**src/rtl/picorv32_ddr3_avl_bridge.sv**
```systemverilog
// picorv32 native-bus to DDR3 Avalon-MM bridge with a single write-through line buffer.
// Read misses fill a whole line with one burst; writes are single-beat and merge into a buffered line.
module picorv32_ddr3_avl_bridge #(
    parameter int AVL_ADDR_W = 21,
    parameter int BURST_LEN  = 4,
    parameter int LINEBUF_EN = 1
) (
    input  logic                  clk_i,
    input  logic                  resetn_i,
    input  logic                  mem_valid_i,
    input  logic [31:0]           mem_addr_i,
    input  logic [31:0]           mem_wdata_i,
    input  logic [3:0]            mem_wstrb_i,
    output logic                  mem_ready_o,
    output logic [31:0]           mem_rdata_o,
    output logic [AVL_ADDR_W-1:0] avl_address_o,
    output logic                  avl_read_o,
    output logic                  avl_write_o,
    output logic [31:0]           avl_writedata_o,
    output logic [3:0]            avl_byteenable_o,
    output logic [2:0]            avl_burstcount_o,
    output logic                  avl_beginbursttransfer_o,
    input  logic                  avl_waitrequest_n_i,
    input  logic                  avl_readdatavalid_i,
    input  logic [31:0]           avl_readdata_i,
    input  logic                  local_init_done_i,
    input  logic                  local_cal_fail_i,
    output logic                  ddr_err_o,
    output logic [2:0]            dbg_state_o
);

    localparam int BEAT_W     = (BURST_LEN > 1) ? $clog2(BURST_LEN) : 1;
    localparam int LINE_WORDS = 1 << BEAT_W;
    localparam logic [AVL_ADDR_W-1:0] OFF_MASK  = AVL_ADDR_W'(BURST_LEN - 1);
    localparam logic [BEAT_W-1:0]     LAST_BEAT = BEAT_W'(BURST_LEN - 1);
    localparam logic [2:0]            BURST_CNT = 3'(BURST_LEN);

    // Avalon handshake: a command (read or write) is held unchanged from its first cycle
    // until avl_waitrequest_n_i=1, and is accepted on that rising edge. Upstream, mem_valid_i
    // is held by the CPU until mem_ready_o pulses for one cycle.
    typedef enum logic [2:0] {
        S_INIT_WAIT = 3'd0,
        S_IDLE      = 3'd1,
        S_RD_REQ    = 3'd2,
        S_RD_DATA   = 3'd3,
        S_WR_REQ    = 3'd4,
        S_RESP      = 3'd5
    } state_t;

    state_t                  state_q;
    logic                    valid_q;
    logic [AVL_ADDR_W-1:0]   tag_q;
    logic [31:0]             line_q [LINE_WORDS];
    logic [BEAT_W-1:0]       beat_q;
    logic [AVL_ADDR_W-1:0]   req_waddr_q;
    logic                    mem_ready_q;
    logic [31:0]             mem_rdata_q;
    logic [AVL_ADDR_W-1:0]   avl_address_q;
    logic                    avl_read_q;
    logic                    avl_write_q;
    logic [31:0]             avl_writedata_q;
    logic [3:0]              avl_byteenable_q;
    logic [2:0]              avl_burstcount_q;
    logic                    avl_begin_q;
    logic                    ddr_err_q;

    logic [AVL_ADDR_W-1:0]   waddr_d;
    logic [AVL_ADDR_W-1:0]   line_addr_d;
    logic [BEAT_W-1:0]       widx_d;
    logic                    hit_d;
    logic [AVL_ADDR_W-1:0]   req_line;
    logic [BEAT_W-1:0]       req_idx;
    logic                    unused_addr_bits;

    // The tag is kept as the full line-aligned word address, which compares the same bits
    // as the upper-address tag while reusing the burst address directly.
    assign waddr_d     = mem_addr_i[AVL_ADDR_W+1:2];
    assign line_addr_d = waddr_d & ~OFF_MASK;
    assign widx_d      = BEAT_W'(waddr_d & OFF_MASK);
    assign hit_d       = (LINEBUF_EN != 0) && valid_q && (tag_q == line_addr_d);
    assign req_line    = req_waddr_q & ~OFF_MASK;
    assign req_idx     = BEAT_W'(req_waddr_q & OFF_MASK);
    assign unused_addr_bits = ^{mem_addr_i[31:AVL_ADDR_W+2], mem_addr_i[1:0]};

    always_ff @(posedge clk_i) begin
        if (!resetn_i) begin
            state_q          <= S_INIT_WAIT;
            valid_q          <= 1'b0;
            tag_q            <= '0;
            beat_q           <= '0;
            req_waddr_q      <= '0;
            mem_ready_q      <= 1'b0;
            mem_rdata_q      <= '0;
            avl_address_q    <= '0;
            avl_read_q       <= 1'b0;
            avl_write_q      <= 1'b0;
            avl_writedata_q  <= '0;
            avl_byteenable_q <= '0;
            avl_burstcount_q <= '0;
            avl_begin_q      <= 1'b0;
            ddr_err_q        <= 1'b0;
        end else begin
            mem_ready_q <= 1'b0;
            case (state_q)
                S_INIT_WAIT: begin
                    if (local_cal_fail_i) begin
                        ddr_err_q <= 1'b1;
                    end else if (local_init_done_i) begin
                        state_q <= S_IDLE;
                    end
                end
                S_IDLE: begin
                    if (mem_valid_i) begin
                        req_waddr_q <= waddr_d;
                        if (mem_wstrb_i != 4'b0000) begin
                            avl_write_q      <= 1'b1;
                            avl_address_q    <= waddr_d;
                            avl_writedata_q  <= mem_wdata_i;
                            avl_byteenable_q <= mem_wstrb_i;
                            avl_burstcount_q <= 3'd1;
                            avl_begin_q      <= 1'b1;
                            state_q          <= S_WR_REQ;
                        end else if (hit_d) begin
                            mem_ready_q <= 1'b1;
                            mem_rdata_q <= line_q[widx_d];
                            state_q     <= S_RESP;
                        end else begin
                            avl_read_q       <= 1'b1;
                            avl_address_q    <= line_addr_d;
                            avl_byteenable_q <= 4'hF;
                            avl_burstcount_q <= BURST_CNT;
                            avl_begin_q      <= 1'b1;
                            state_q          <= S_RD_REQ;
                        end
                    end
                end
                S_RD_REQ: begin
                    avl_begin_q <= 1'b0;
                    if (avl_waitrequest_n_i) begin
                        avl_read_q       <= 1'b0;
                        avl_byteenable_q <= '0;
                        avl_burstcount_q <= '0;
                        beat_q           <= '0;
                        state_q          <= S_RD_DATA;
                    end
                end
                S_RD_DATA: begin
                    if (avl_readdatavalid_i) begin
                        line_q[beat_q] <= avl_readdata_i;
                        beat_q         <= beat_q + BEAT_W'(1);
                        if (beat_q == LAST_BEAT) begin
                            tag_q       <= req_line;
                            valid_q     <= 1'b1;
                            mem_ready_q <= 1'b1;
                            mem_rdata_q <= (req_idx == beat_q) ? avl_readdata_i : line_q[req_idx];
                            state_q     <= S_RESP;
                        end
                    end
                end
                S_WR_REQ: begin
                    avl_begin_q <= 1'b0;
                    if (avl_waitrequest_n_i) begin
                        // Keep the buffered copy coherent with what DDR now holds.
                        if (valid_q && (tag_q == req_line)) begin
                            for (int b = 0; b < 4; b++) begin
                                if (avl_byteenable_q[b]) begin
                                    line_q[req_idx][8*b +: 8] <= avl_writedata_q[8*b +: 8];
                                end
                            end
                        end
                        avl_write_q      <= 1'b0;
                        avl_byteenable_q <= '0;
                        avl_burstcount_q <= '0;
                        mem_ready_q      <= 1'b1;
                        mem_rdata_q      <= '0;
                        state_q          <= S_RESP;
                    end
                end
                S_RESP: begin
                    state_q <= S_IDLE;
                end
                default: begin
                    state_q <= S_INIT_WAIT;
                end
            endcase
        end
    end

    assign mem_ready_o              = mem_ready_q;
    assign mem_rdata_o              = mem_rdata_q;
    assign avl_address_o            = avl_address_q;
    assign avl_read_o               = avl_read_q;
    assign avl_write_o              = avl_write_q;
    assign avl_writedata_o          = avl_writedata_q;
    assign avl_byteenable_o         = avl_byteenable_q;
    assign avl_burstcount_o         = avl_burstcount_q;
    assign avl_beginbursttransfer_o = avl_begin_q;
    assign ddr_err_o                = ddr_err_q;
    assign dbg_state_o              = state_q;

endmodule
```
**config.mk**
```make
export PLATFORM = sky130hd
export DESIGN_NAME = picorv32_ddr3_avl_bridge
export DESIGN_NICKNAME = d
export VERILOG_FILES = /design/src/rtl/picorv32_ddr3_avl_bridge.sv
export SDC_FILE = /design/constraint.sdc
export NUM_CORES = 1
export LEC_CHECK = 0
export ABC_CLOCK_PERIOD_IN_PS = 2710
export CAP_MARGIN = 20
export CORE_MARGIN = 3
export CORE_UTILIZATION = 35
export DETAILED_ROUTE_END_ITERATION = 8
export GPL_ROUTABILITY_DRIVEN = 0
export GPL_TIMING_DRIVEN = 0
export PLACE_DENSITY_LB_ADDON = 0.15
export SYNTH_ARGS = -nofsm -noshare
export SYNTH_HDL_FRONTEND = slang
export SYNTH_SLANG_ARGS = --single-unit
```
**constraint.sdc**
```tcl
create_clock -name clk_i -period 2.71 [get_ports clk_i]
set_clock_uncertainty 0.05 [all_clocks]
set_input_delay 0.271 -clock clk_i [delete_from_list [all_inputs] [get_ports clk_i]]
set_output_delay 0.271 -clock clk_i [all_outputs]
set_load 0.005 [all_outputs]
```
==> flow_metrics.tcl, run 1 <==
set metrics [dict create \
    status "completed" \
    grt_first_pass_wirelength_um 60700 \
    power_density_nw_per_um2 659 \
    min_period_ns 2.67 \
    rr_worst_depth 8 \
    layout.cells.non_filler 1831 \
    startpoint "dbg_state_o[2]$_SDFFE_PN0P_" \
    grt_usage_pct 20.3 \
    setup_viol 0 \
    worstSetupStartpointType "flip-flop" \
    yosys.area.top_type "edfxtp_1" \
    final_common_cell "nand2_1" \
    drt_iter0_drc 761 \
    antenna_found_initial 0 \
    rsz0062_at_grt "true" \
    final_cell_mix "227 x nand2_1, 191 x clkdlybuf4s50_1, 144 x dfxtp_1" \
    wirelength_um 40300 \
    synth_top_area_share_pct 30.0 \
    regToRegStartpoint "dbg_state_o[2]$_SDFFE_PN0P_" \
    fin_nets 1454 \
    cp_data_arrival_time_ns 2.94 \
    dieArea_um2 38900 \
    syn_area_um2 12800 \
    power.switching_mw 3.10 \
    via_per_inst 5.29 \
    dp.cells 1756 \
    crit_slowest_cell "a31oi_1" \
    gr-total-overflow 0 \
    syn_inst 1104 \
    setup_tns_ns 0 \
    dr.pass1.iters 5 \
    drive_gt1_share_pct 17.3 \
    tightestPinTransition_ns 1.16 \
    whs_ns 0.221 \
    synth_edf_count 128 \
    slew_violations 0 \
    portBuffers 191 \
    seqPwrFrac_pct 42.3 \
    power.leakage_nw 5.71 \
    clock.fmax_ghz 0.374 \
    cts_max_level 1 \
    synthTopCellsByArea "edfxtp_1 30%, dfxtp_1 23%, mux4_2 11%" \
    avgSynthCellArea_um2 11.6 \
    worstPathCellList "buf_6 -> and3b_1 -> clkbuf_4 -> nand2_1 -> nor2_1 -> a31oi_1 -> a21oi_4 -> buf_12" \
    clock-sinks 272 \
    critPathMaxStageDelay_ns 0.85 \
    regToRegEndpoint "line_q[2][9]$_DFFE_PP_" \
    cp.required_ns 2.97 \
    p_sw_share_pct 27.9 \
    pwr-share-clk_pct 36.1 \
    io_pins 207 \
    row_count 69 \
    path_clk_slew_ns 0.06 \
    drc_errors 0 \
    diodes 0 \
    insertion_delay_ns 0.55 \
    grt_pass1_vias 9908 \
    start_util_pct 35.7 \
    ys.flop_type "dfxtp_1" \
    ys_ff_latch 272 \
    path_class "flip-flop to flip-flop" \
    cts-root-buf "clkbuf_16" \
    yosysWarnings 0 \
    period_share_pct 98.7 \
    coreArea_um2 35800 \
    hold_class "primary input to flip-flop" \
    worstSetupEndpoint "line_q[2][9]$_DFFE_PP_" \
    maxCapViolations 0 \
    slew_headroom_pct 22.5 \
    worst-path-max-fanout 10 \
    grt_max_degree 15 \
    hold_viol 0 \
    num_vias 9693 \
    syn_to_final_growth_pct 31.3 \
    yosysUniqueCellTypes 62 \
    async_flop_share_pct 0 \
    final_antenna_net_count 0 \
    reg2reg_slack_ns 0.04 \
    cts_tree "built" \
    yosysSeqAreaShare_pct 52.5 \
    multi_input_area_um2 5810 \
    wire_per_inst_um 22.0 \
    die_y_um 197 \
    place_hpwl_um 28500 \
    pwr-share-comb_pct 21.6 \
    numCtsBuffers 30 \
    synth_fp_nets 1212 \
    dieWidth_um 197 \
    intPower_mw 7.98 \
    n_fill_cell 3261 \
    crit_path_end_kind "flip-flop" \
    cts_buffer_depth 3 \
    vdd_ir_drop_max_v 0.000518 \
    seq_area_um2 6730 \
]
## registers in the layout (all words and copies together) (netlist names), 2 cells and up, named ones only
| name | count |
|---|---|
| avl_burstcount_o | 2 |
| req_waddr_q | 21 |
| mem_rdata_o | 32 |
| avl_address_o | 21 |
| avl_writedata_o | 32 |
| tag_q | 19 |
| avl_byteenable_o | 4 |
| beat_q | 2 |
| line_q | 128 |
| dbg_state_o | 3 |
## cells in the mapped netlist (all sizes together), types with 2 or more instances
library cell	number
nor4	5
and2	2
o21ai	42
nor2b	3
xor2	20
mux2	32
buf	44
edfxtp	128
a21oi	127
nand3	41
dfxtp	144
o211a	2
mux2i	55
clkbuf	48
nor2	12
and3	2
a311o	32
nor3	5
nand4	7
or4	3
or2	2
o21a	3
or3b	2
xnor2	23
mux4	64
a31oi	6
nand2	227
nand4b	2
a211oi	2
## power groups by stage
stage                     registers, mW  logic, mW  clock network [mW]
final                              4.69       2.39                4.00
after global routing               4.72       2.60                4.24
after CTS                          4.69       2.41                4.08
after detailed placement           4.78       2.39                   0
after global placement             4.78       2.38                   0
after floorplan                    4.75       1.35                   0
## routing by layer
| layer | track usage (%) | routed length, um |
|---|---|---|
| met1 | 26.6 | 17100 |
| met2 | 35.2 | 19700 |
| met3 | 3.56 | 2520 |
| met4 | 4.67 | 949 |
| met5 | 0 | 0 |
## per-stage QoR
stage	utilization [%]	setup slack (ns)	area, um2	total power, mW
global route	46.9	-0.0616	16800	11.6
finish	46.9	0.0360	16800	11.1
detailed placement	42.7	-0.880	15300	7.17
CTS	46.5	-0.143	16700	11.2
global placement	42.7	-0.849	15300	7.16
floorplan	-	0.273	12800	6.10
## critical path, delay by kind of cell, from the launching register on
family	cells	cell delay, ns
AO/OA/AOI/OAI	2	0.90
AND/OR/NAND/NOR	3	0.53
flip-flops	1	0.34
buffers and inverters	3	0.59
## final cells by class
| cell class | instances | area share, % |
|---|---|---|
| flip-flops and latches | 272 | 40.0 |
| multi-input cells | 738 | 34.5 |
| repair buffers | 211 | 13.5 |
| clock buffers | 46 | 5.31 |
| well taps | 461 | 3.43 |
| plain buffers | 91 | 2.73 |
| clock inverters | 10 | 0.462 |
| inverters | 2 | 0.0447 |
## cells by family (layout without fill, tap and decap cells)
group	Yosys count	in the layout	synth area share, %
xor+xnor	43	43	2.94
buf+inv	94	360	3.65
flops	272	272	52.5
mux	151	151	18.4
other cells	1	1	0.0293
compound gates	223	223	10.7
fa+ha+maj	1	1	0.0977
simple gates	319	319	11.6
## worst min-delay path by stage
stage | from | endpoint | cells after the start
floorplan | mem_wdata_i[0] | avl_writedata_o[0]$_SDFFE_PN0P_ | 2
global placement | avl_address_o[1]$_SDFFE_PN0P_ | avl_address_o[1]$_SDFFE_PN0P_ | 2
detailed placement | avl_address_o[0]$_SDFFE_PN0P_ | avl_address_o[0]$_SDFFE_PN0P_ | 2
CTS | mem_wdata_i[3] | avl_writedata_o[3]$_SDFFE_PN0P_ | 3
global route | mem_wdata_i[9] | avl_writedata_o[9]$_SDFFE_PN0P_ | 3
finish | mem_wdata_i[1] | avl_writedata_o[1]$_SDFFE_PN0P_ | 3
## timing repair
item / CTS / global route
setup endpoints to repair: 128 / 128
hold buffers: 0 / 0
setup buffers: 12 / 8
gates resized for setup: 31 / 9
cloned: 0 / 0
hold endpoints to repair: 0 / 0
pin swaps: 0 / 2
Note: power is estimated with default switching activity, not from simulation.
==> run 2, diff against run 1 <==
--- a/config.mk
+++ b/config.mk
@@ -5,7 +5,7 @@
 export SDC_FILE = /design/constraint.sdc
 export NUM_CORES = 1
 export LEC_CHECK = 0
-export ABC_CLOCK_PERIOD_IN_PS = 2710
+export ABC_CLOCK_PERIOD_IN_PS = 3100
 export CAP_MARGIN = 20
 export CORE_MARGIN = 3
 export CORE_UTILIZATION = 35
@@ -13,6 +13,7 @@
 export GPL_ROUTABILITY_DRIVEN = 0
 export GPL_TIMING_DRIVEN = 0
 export PLACE_DENSITY_LB_ADDON = 0.15
+export SLEW_MARGIN = 20
 export SYNTH_ARGS = -nofsm -noshare
 export SYNTH_HDL_FRONTEND = slang
 export SYNTH_SLANG_ARGS = --single-unit
==> constraint.sdc (replaced) <==
create_clock -name clk_i -period 3.1 [get_ports clk_i]
set_clock_uncertainty 0.05 [all_clocks]
set_input_delay 0.31 -clock clk_i [delete_from_list [all_inputs] [get_ports clk_i]]
set_output_delay 0.31 -clock clk_i [all_outputs]
set_load 0.005 [all_outputs]
==> run 2 against run 1 <==
  * The run now ends with negative setup slack left
  * Largest cell class unchanged
  * Clock power down 13%
  * Maximum frequency down 16%
  * Utilization down 1.4 points
  * Via count down 1.1%
  * Worst hold slack better by 0.041 ns
  * Non-clock buffer count down 18
  * Flip-flop and latch count unchanged
  * Count of clock-buffer cells in the layout unchanged
  * Die area unchanged
  * Highest routed layer unchanged
  * Combinational power down 13%
==> flow_metrics.tcl, run 2 (synthesis gave the netlist of run 1 again) <==
set metrics [dict create \
    whs_ns 0.262 \
    period_share_pct 103 \
    via_per_inst 5.29 \
    power_density_nw_per_um2 592 \
    cts-root-buf "clkbuf_16" \
    io_pins 207 \
    vdd_ir_drop_max_v 0.000454 \
    insertion_delay_ns 0.55 \
    grt_usage_pct 20.1 \
    regMostFlops "line_q" \
    finish.utilization_pct 45.5 \
    rr_worst_depth 8 \
    slew_violations 0 \
    path_clk_slew_ns 0.06 \
    cts_max_level 1 \
    p_total_mw 9.67 \
    wire_per_inst_um 22.0 \
    grt_first_pass_wirelength_um 60200 \
    portBuffers 191 \
    regToRegEndpoint "line_q[3][27]$_DFFE_PP_" \
    place_ws_ns -0.529 \
    regToRegStartpoint "dbg_state_o[2]$_SDFFE_PN0P_" \
    gr-total-overflow 0 \
    wirelength_um 39900 \
    min_from "mem_wdata_i[1]" \
    hold_viol 0 \
    crit_path_end_kind "flip-flop" \
    tightestPinTransition_ns 1.13 \
    whs_endpoint "avl_writedata_o[1]$_SDFFE_PN0P_" \
    stdcell_area_um2 16300 \
    antenna_found_initial 0 \
    reg2reg_slack_ns -0.10 \
    final_cell_mix "227 x nand2_1, 191 x clkdlybuf4s50_1, 144 x dfxtp_1" \
    drive_gt1_share_pct 15.6 \
    dieArea_um2 38900 \
    layout.cells.non_filler 1813 \
    numCtsBuffers 30 \
    status "complete, but fails checks" \
    final_antenna_net_count 0 \
    post_cts_buffers 0 \
    drc_errors 0 \
    num_vias 9588 \
    crit_buf_inv 3 \
    maxCapViolations 0 \
    hold_class "primary input to flip-flop" \
    dieWidth_um 197 \
    start_util_pct 35.7 \
    die_y_um 197 \
    power.leakage_nw 5.56 \
    worstPathCellList "buf_6 -> and3b_1 -> clkbuf_1 -> buf_2 -> nand2_1 -> nor2_1 -> a31oi_1 -> a21oi_1" \
    hold_buffers 0 \
    clock-sinks 272 \
    grt_max_degree 15 \
    placed_area_um2 15300 \
    dr.pass1.iters 5 \
    violations "negative setup slack" \
    dp.cells 1756 \
    slew_headroom_pct 24.7 \
    setup_tns_ns -1.14 \
    cp_top_family "compound AO/OA/AOI/OAI gates" \
    grt_pass1_vias 9790 \
    coreArea_um2 35800 \
    cp.required_ns 3.21 \
    path_class "flip-flop to flip-flop" \
    cts_buffer_depth 3 \
    cts_tree "built" \
    worstSetupStartpointType "flip-flop" \
    row_count 69 \
    crit_slowest_cell "a21oi_1" \
    final_common_cell "nand2_1" \
    min_period_ns 3.20 \
    hold_depth 3 \
    drt_iter0_drc 676 \
    cp_data_arrival_time_ns 3.31 \
    critPathMaxStageDelay_ns 0.92 \
    fin_nets 1436 \
    syn_to_final_growth_pct 27.5 \
    largest_register_ffs 128 \
    rsz0062_at_grt "true" \
    diodes 0 \
    fin_ws_ns -0.100 \
    place_hpwl_um 28500 \
    clock.fmax_ghz 0.312 \
    worst-path-max-fanout 10 \
    setup_viol 16 \
]
run 2: cell count changes in the layout (fill, tap and decap cells not counted), sizes merged:
| cell | change |
|---|---|
| clkbuf | +1 |
| buf | -19 |
run 2: area by class of cell:
type	count	area [um2]
multi-input cells	738	5660
fillers	3323	19500
inverters	2	7.51
clock buffers	46	892
well taps	461	577
repair buffers	192	1920
flip-flops and latches	272	6730
plain buffers	92	460
clock inverters	10	77.6
run 2: report_power, final:
group / leakage (nW) / switching, mW / internal, mW
sequential: 2.32 / 0.148 / 3.95
clock: 0.481 / 1.44 / 2.05
combinational: 2.76 / 1.10 / 0.972
total: 5.56 / 2.69 / 6.98
run 2: what timing repair did:
item / 4_1_cts / 5_1_grt
pin swaps: 0 / 0
endpoints found under the setup margin: 112 / 48
gates resized for setup: 9 / 4
run 2: metal layers:
metal | share of wire (%) | vias to the layer above | wire, um | GRT usage [%]
met5 | 0 | - | 0 | 0
met4 | 2.1 | 0 | 835 | 4.33
li1 | - | 4540 | - | -
met2 | 49 | 279 | 19600 | 34.9
met1 | 43 | 4720 | 17200 | 26.6
met3 | 5.9 | 49 | 2350 | 3.41
run 2: worst min-delay path, delay by kind of cell:
family	cells	cell delay (ns)
AOI/OAI and AO/OA	1	0.05
buffers and inverters	1	0.40
and+or+nand+nor	1	0.06
run 2: worst max path at each step:
| stage | cells after the start | end | slack [ns] | start |
|---|---|---|---|---|
| after floorplan | 6 | line_q[0][0]$_DFFE_PP_ | 0.66 | dbg_state_o[0]$_SDFFE_PN0P_ |
| after global routing | 8 | line_q[2][30]$_DFFE_PP_ | -0.30 | dbg_state_o[0]$_SDFFE_PN0P_ |
| after CTS | 8 | line_q[0][6]$_DFFE_PP_ | -0.08 | dbg_state_o[2]$_SDFFE_PN0P_ |
| after global placement | 6 | line_q[0][16]$_DFFE_PP_ | -0.50 | avl_waitrequest_n_i |
| final | 8 | line_q[3][27]$_DFFE_PP_ | -0.10 | dbg_state_o[2]$_SDFFE_PN0P_ |
| after detailed placement | 6 | line_q[0][16]$_DFFE_PP_ | -0.53 | avl_waitrequest_n_i |
==> run 3, diff against run 2 <==
--- a/config.mk
+++ b/config.mk
@@ -5,6 +5,7 @@
 export SDC_FILE = /design/constraint.sdc
 export NUM_CORES = 1
 export LEC_CHECK = 0
+export ABC_AREA = 1
 export ABC_CLOCK_PERIOD_IN_PS = 3100
 export CAP_MARGIN = 20
 export CORE_MARGIN = 3
==> constraint.sdc (replaced) <==
create_clock -name clk_i -period 3.1 [get_ports clk_i]
set_clock_uncertainty 0.05 [all_clocks]
set_input_delay 0.31 -clock clk_i [delete_from_list [all_inputs] [get_ports clk_i]]
set_output_delay 0.31 -clock clk_i [all_outputs]
set_load 0.1 [all_outputs]
==> run 3 against run 2 <==
  * The run now ends clean
  * Flip-flop and latch count stayed put
  * Largest cell class unchanged
  * Highest routed layer unchanged
  * Worst setup slack better by 0.18 ns
  * Critical path type unchanged
  * First-iteration DRC count is 67% higher
  * Die area is 2.2% higher
  * Global-route usage is 3.3 points higher
==> flow_metrics.tcl, run 3 <==
set metrics [dict create \
    syn_inst 1692 \
    slew_headroom_pct 30.7 \
    yosys.area.top_type "edfxtp_1" \
    crit_slowest_cell "nor2_2" \
    synth_edf_count 128 \
    cp_top_family "simple AND/OR/NAND/NOR gates" \
    grt_max_degree 15 \
    clock-sinks 272 \
    io_pins 207 \
    via_per_inst 5.19 \
    synthTopCellsByArea "edfxtp_1 29%, dfxtp_1 22%, nand2_1 11%" \
    hold_depth 3 \
    fin_ws_ns 0.0833 \
    diodes 0 \
    vdd_ir_drop_max_v 0.000916 \
    row_count 70 \
    ys.flop_type "dfxtp_1" \
    num_vias 12500 \
    die_y_um 199 \
    portBuffers 194 \
    path_common_cell "nand2_1" \
    numCtsBuffers 31 \
    wirelength_um 47500 \
    critPathMaxStageDelay_ns 0.52 \
    final_common_cell "nand2_1" \
    drc_errors 0 \
    power_density_nw_per_um2 968 \
    dr.pass1.iters 7 \
    insertion_delay_ns 0.57 \
    grt_usage_pct 23.4 \
    fin_nets 2027 \
    finish.utilization_pct 45.4 \
    wire_per_inst_um 19.7 \
    rr_worst_depth 9 \
    syn_area_um2 13100 \
    final_cell_mix "372 x nand2_1, 266 x nor2_1, 207 x o21ai_0" \
    setup_viol 0 \
    worstSetupStartpointType "flip-flop" \
    async_flop_share_pct 0 \
    crit_buf_inv 0 \
    avgSynthCellArea_um2 7.74 \
    cts-root-buf "clkbuf_16" \
    slew_violations 0 \
    clock.fmax_ghz 0.331 \
    layout.cells.non_filler 2411 \
    hold_buffers 0 \
    place_hpwl_um 34300 \
    status "completed" \
    post_cts_buffers 0 \
    path_clk_slew_ns 0.06 \
    maxCapViolations 0 \
    cts_buffer_depth 3 \
    yosysWarnings 0 \
    hold_class "primary input to flip-flop" \
    cp.required_ns 3.24 \
    hold_viol 0 \
    start_util_pct 35.7 \
    cts_tree "built" \
    cts_resized 2 \
    worst-path-max-fanout 8 \
    period_share_pct 97.3 \
    drive_gt1_share_pct 5.20 \
    regMostFlops "line_q" \
    drt_iter0_drc 1131 \
    largest_register_ffs 128 \
    yosysUniqueCellTypes 39 \
    yosysSeqAreaShare_pct 51.4 \
    dp.cells 2354 \
    path_class "flip-flop to flip-flop" \
    worstPathCellList "nor2_1 -> nand3_1 -> nor3_1 -> o21ai_1 -> nand2_2 -> nand2_1 -> nand2_1 -> nand2_1 -> nor2_2" \
    path_depth 9 \
    ys_ff_latch 272 \
    gr-total-overflow 0 \
    synth_top_cells_by_count "372 x nand2_1, 282 x nor2_1, 207 x o21ai_0, 147 x a21oi_1, 144 x dfxtp_1" \
    grt_first_pass_wirelength_um 71100 \
    min_period_ns 3.02 \
    setup_tns_ns 0 \
    grt_pass1_vias 12200 \
    synth.most_common_cell "nand2_1" \
    coreArea_um2 36700 \
    crit_path_end_kind "flip-flop" \
    dieWidth_um 199 \
    n_fill_cell 3644 \
    dieArea_um2 39800 \
    syn_to_final_growth_pct 27.4 \
    cp_data_arrival_time_ns 3.16 \
    synth_top_area_share_pct 29.4 \
    tightestPinTransition_ns 1.04 \
    antenna_found_initial 0 \
    final_antenna_net_count 0 \
    place_ws_ns -0.401 \
    rsz0062_at_grt "true" \
    power.leakage_nw 6.35 \
    cts_max_level 1 \
    synth_fp_nets 1800 \
]
## run 3: cell count changes after synthesis, moves of 29 or more
cell,before,now
inv_1,1,140
a211oi_1,1,30
nand2_1,227,372
o21ai_0,40,207
mux2_2,32,0
a311o_1,32,0
mux4_2,64,0
nor2_1,11,282
o211ai_1,1,35
mux2i_1,55,0
## run 3: worst register-to-register path, delay by kind of cell, from the launching register on
family             cells  cell delay, ns
DFF                    1            0.39
AOI/OAI and AO/OA      1            0.20
and+or+nand+nor        8            2.01
## run 3: metrics by stage
step                hold WS (ns)  total power [mW]  instance area, um2
global placement           0.402              12.5               15600
CTS                        0.302              16.2               16600
detailed placement         0.405              12.6               15600
floorplan                  0.395              10.4               13100
finish                     0.322              16.1               16700
global route               0.332              16.9               16700
## run 3: where the power goes
group | internal [mW] | switching [mW] | total (mW) | leakage (nW)
Clock | 2.07 | 1.49 | 3.56 | 0.490
Sequential | 4.32 | 0.371 | 4.69 | 2.33
Combinational | 1.87 | 6.02 | 7.89 | 3.53
Total | 8.26 | 7.88 | 16.1 | 6.35
## run 3: logic make-up (layout without fill, tap and decap cells)
group	after synthesis	count (layout)	share of synthesized area (%)
other cells	1	1	0.0286
compound gates	453	453	18.9
xor+xnor	8	8	0.535
flops	272	272	51.4
simple gates	713	713	21.5
buf+inv	244	495	7.53
fa+ha+maj	1	1	0.0956
## run 3: area by class of cell
| type | count | area (um2) | share of cell area (%) |
|---|---|---|---|
| Tap cell | 468 | 586 | 3.51 |
| Inverter | 148 | 558 | 3.35 |
| Clock buffer | 45 | 932 | 5.59 |
| Buffer | 96 | 429 | 2.57 |
| Clock inverter | 12 | 61.3 | 0.368 |
| Multi-Input combinational cell | 1176 | 5440 | 32.6 |
| Timing Repair Buffer | 194 | 1940 | 11.6 |
| Sequential cell | 272 | 6730 | 40.3 |
## run 3: worst paths after layout
kind                                    start                                to  slack (ns)
max               dbg_state_o[1]$_SDFFE_PN0P_           line_q[0][31]$_DFFE_PP_        0.08
min                           mem_wdata_i[24]  avl_writedata_o[24]$_SDFFE_PN0P_        0.32
max reg2reg       dbg_state_o[1]$_SDFFE_PN0P_           line_q[0][31]$_DFFE_PP_        0.08
min reg2reg  avl_burstcount_o[2]$_SDFFE_PN0P_  avl_burstcount_o[2]$_SDFFE_PN0P_        0.42
## run 3: routing by layer
metal  vias up  wire length (um)  track usage (%)
met5         -                 0                0
met4         0              1670             7.96
met3        94              3590             3.47
met2       553             21300             37.6
met1      5765             20900             32.4
li1       6112                 -                -
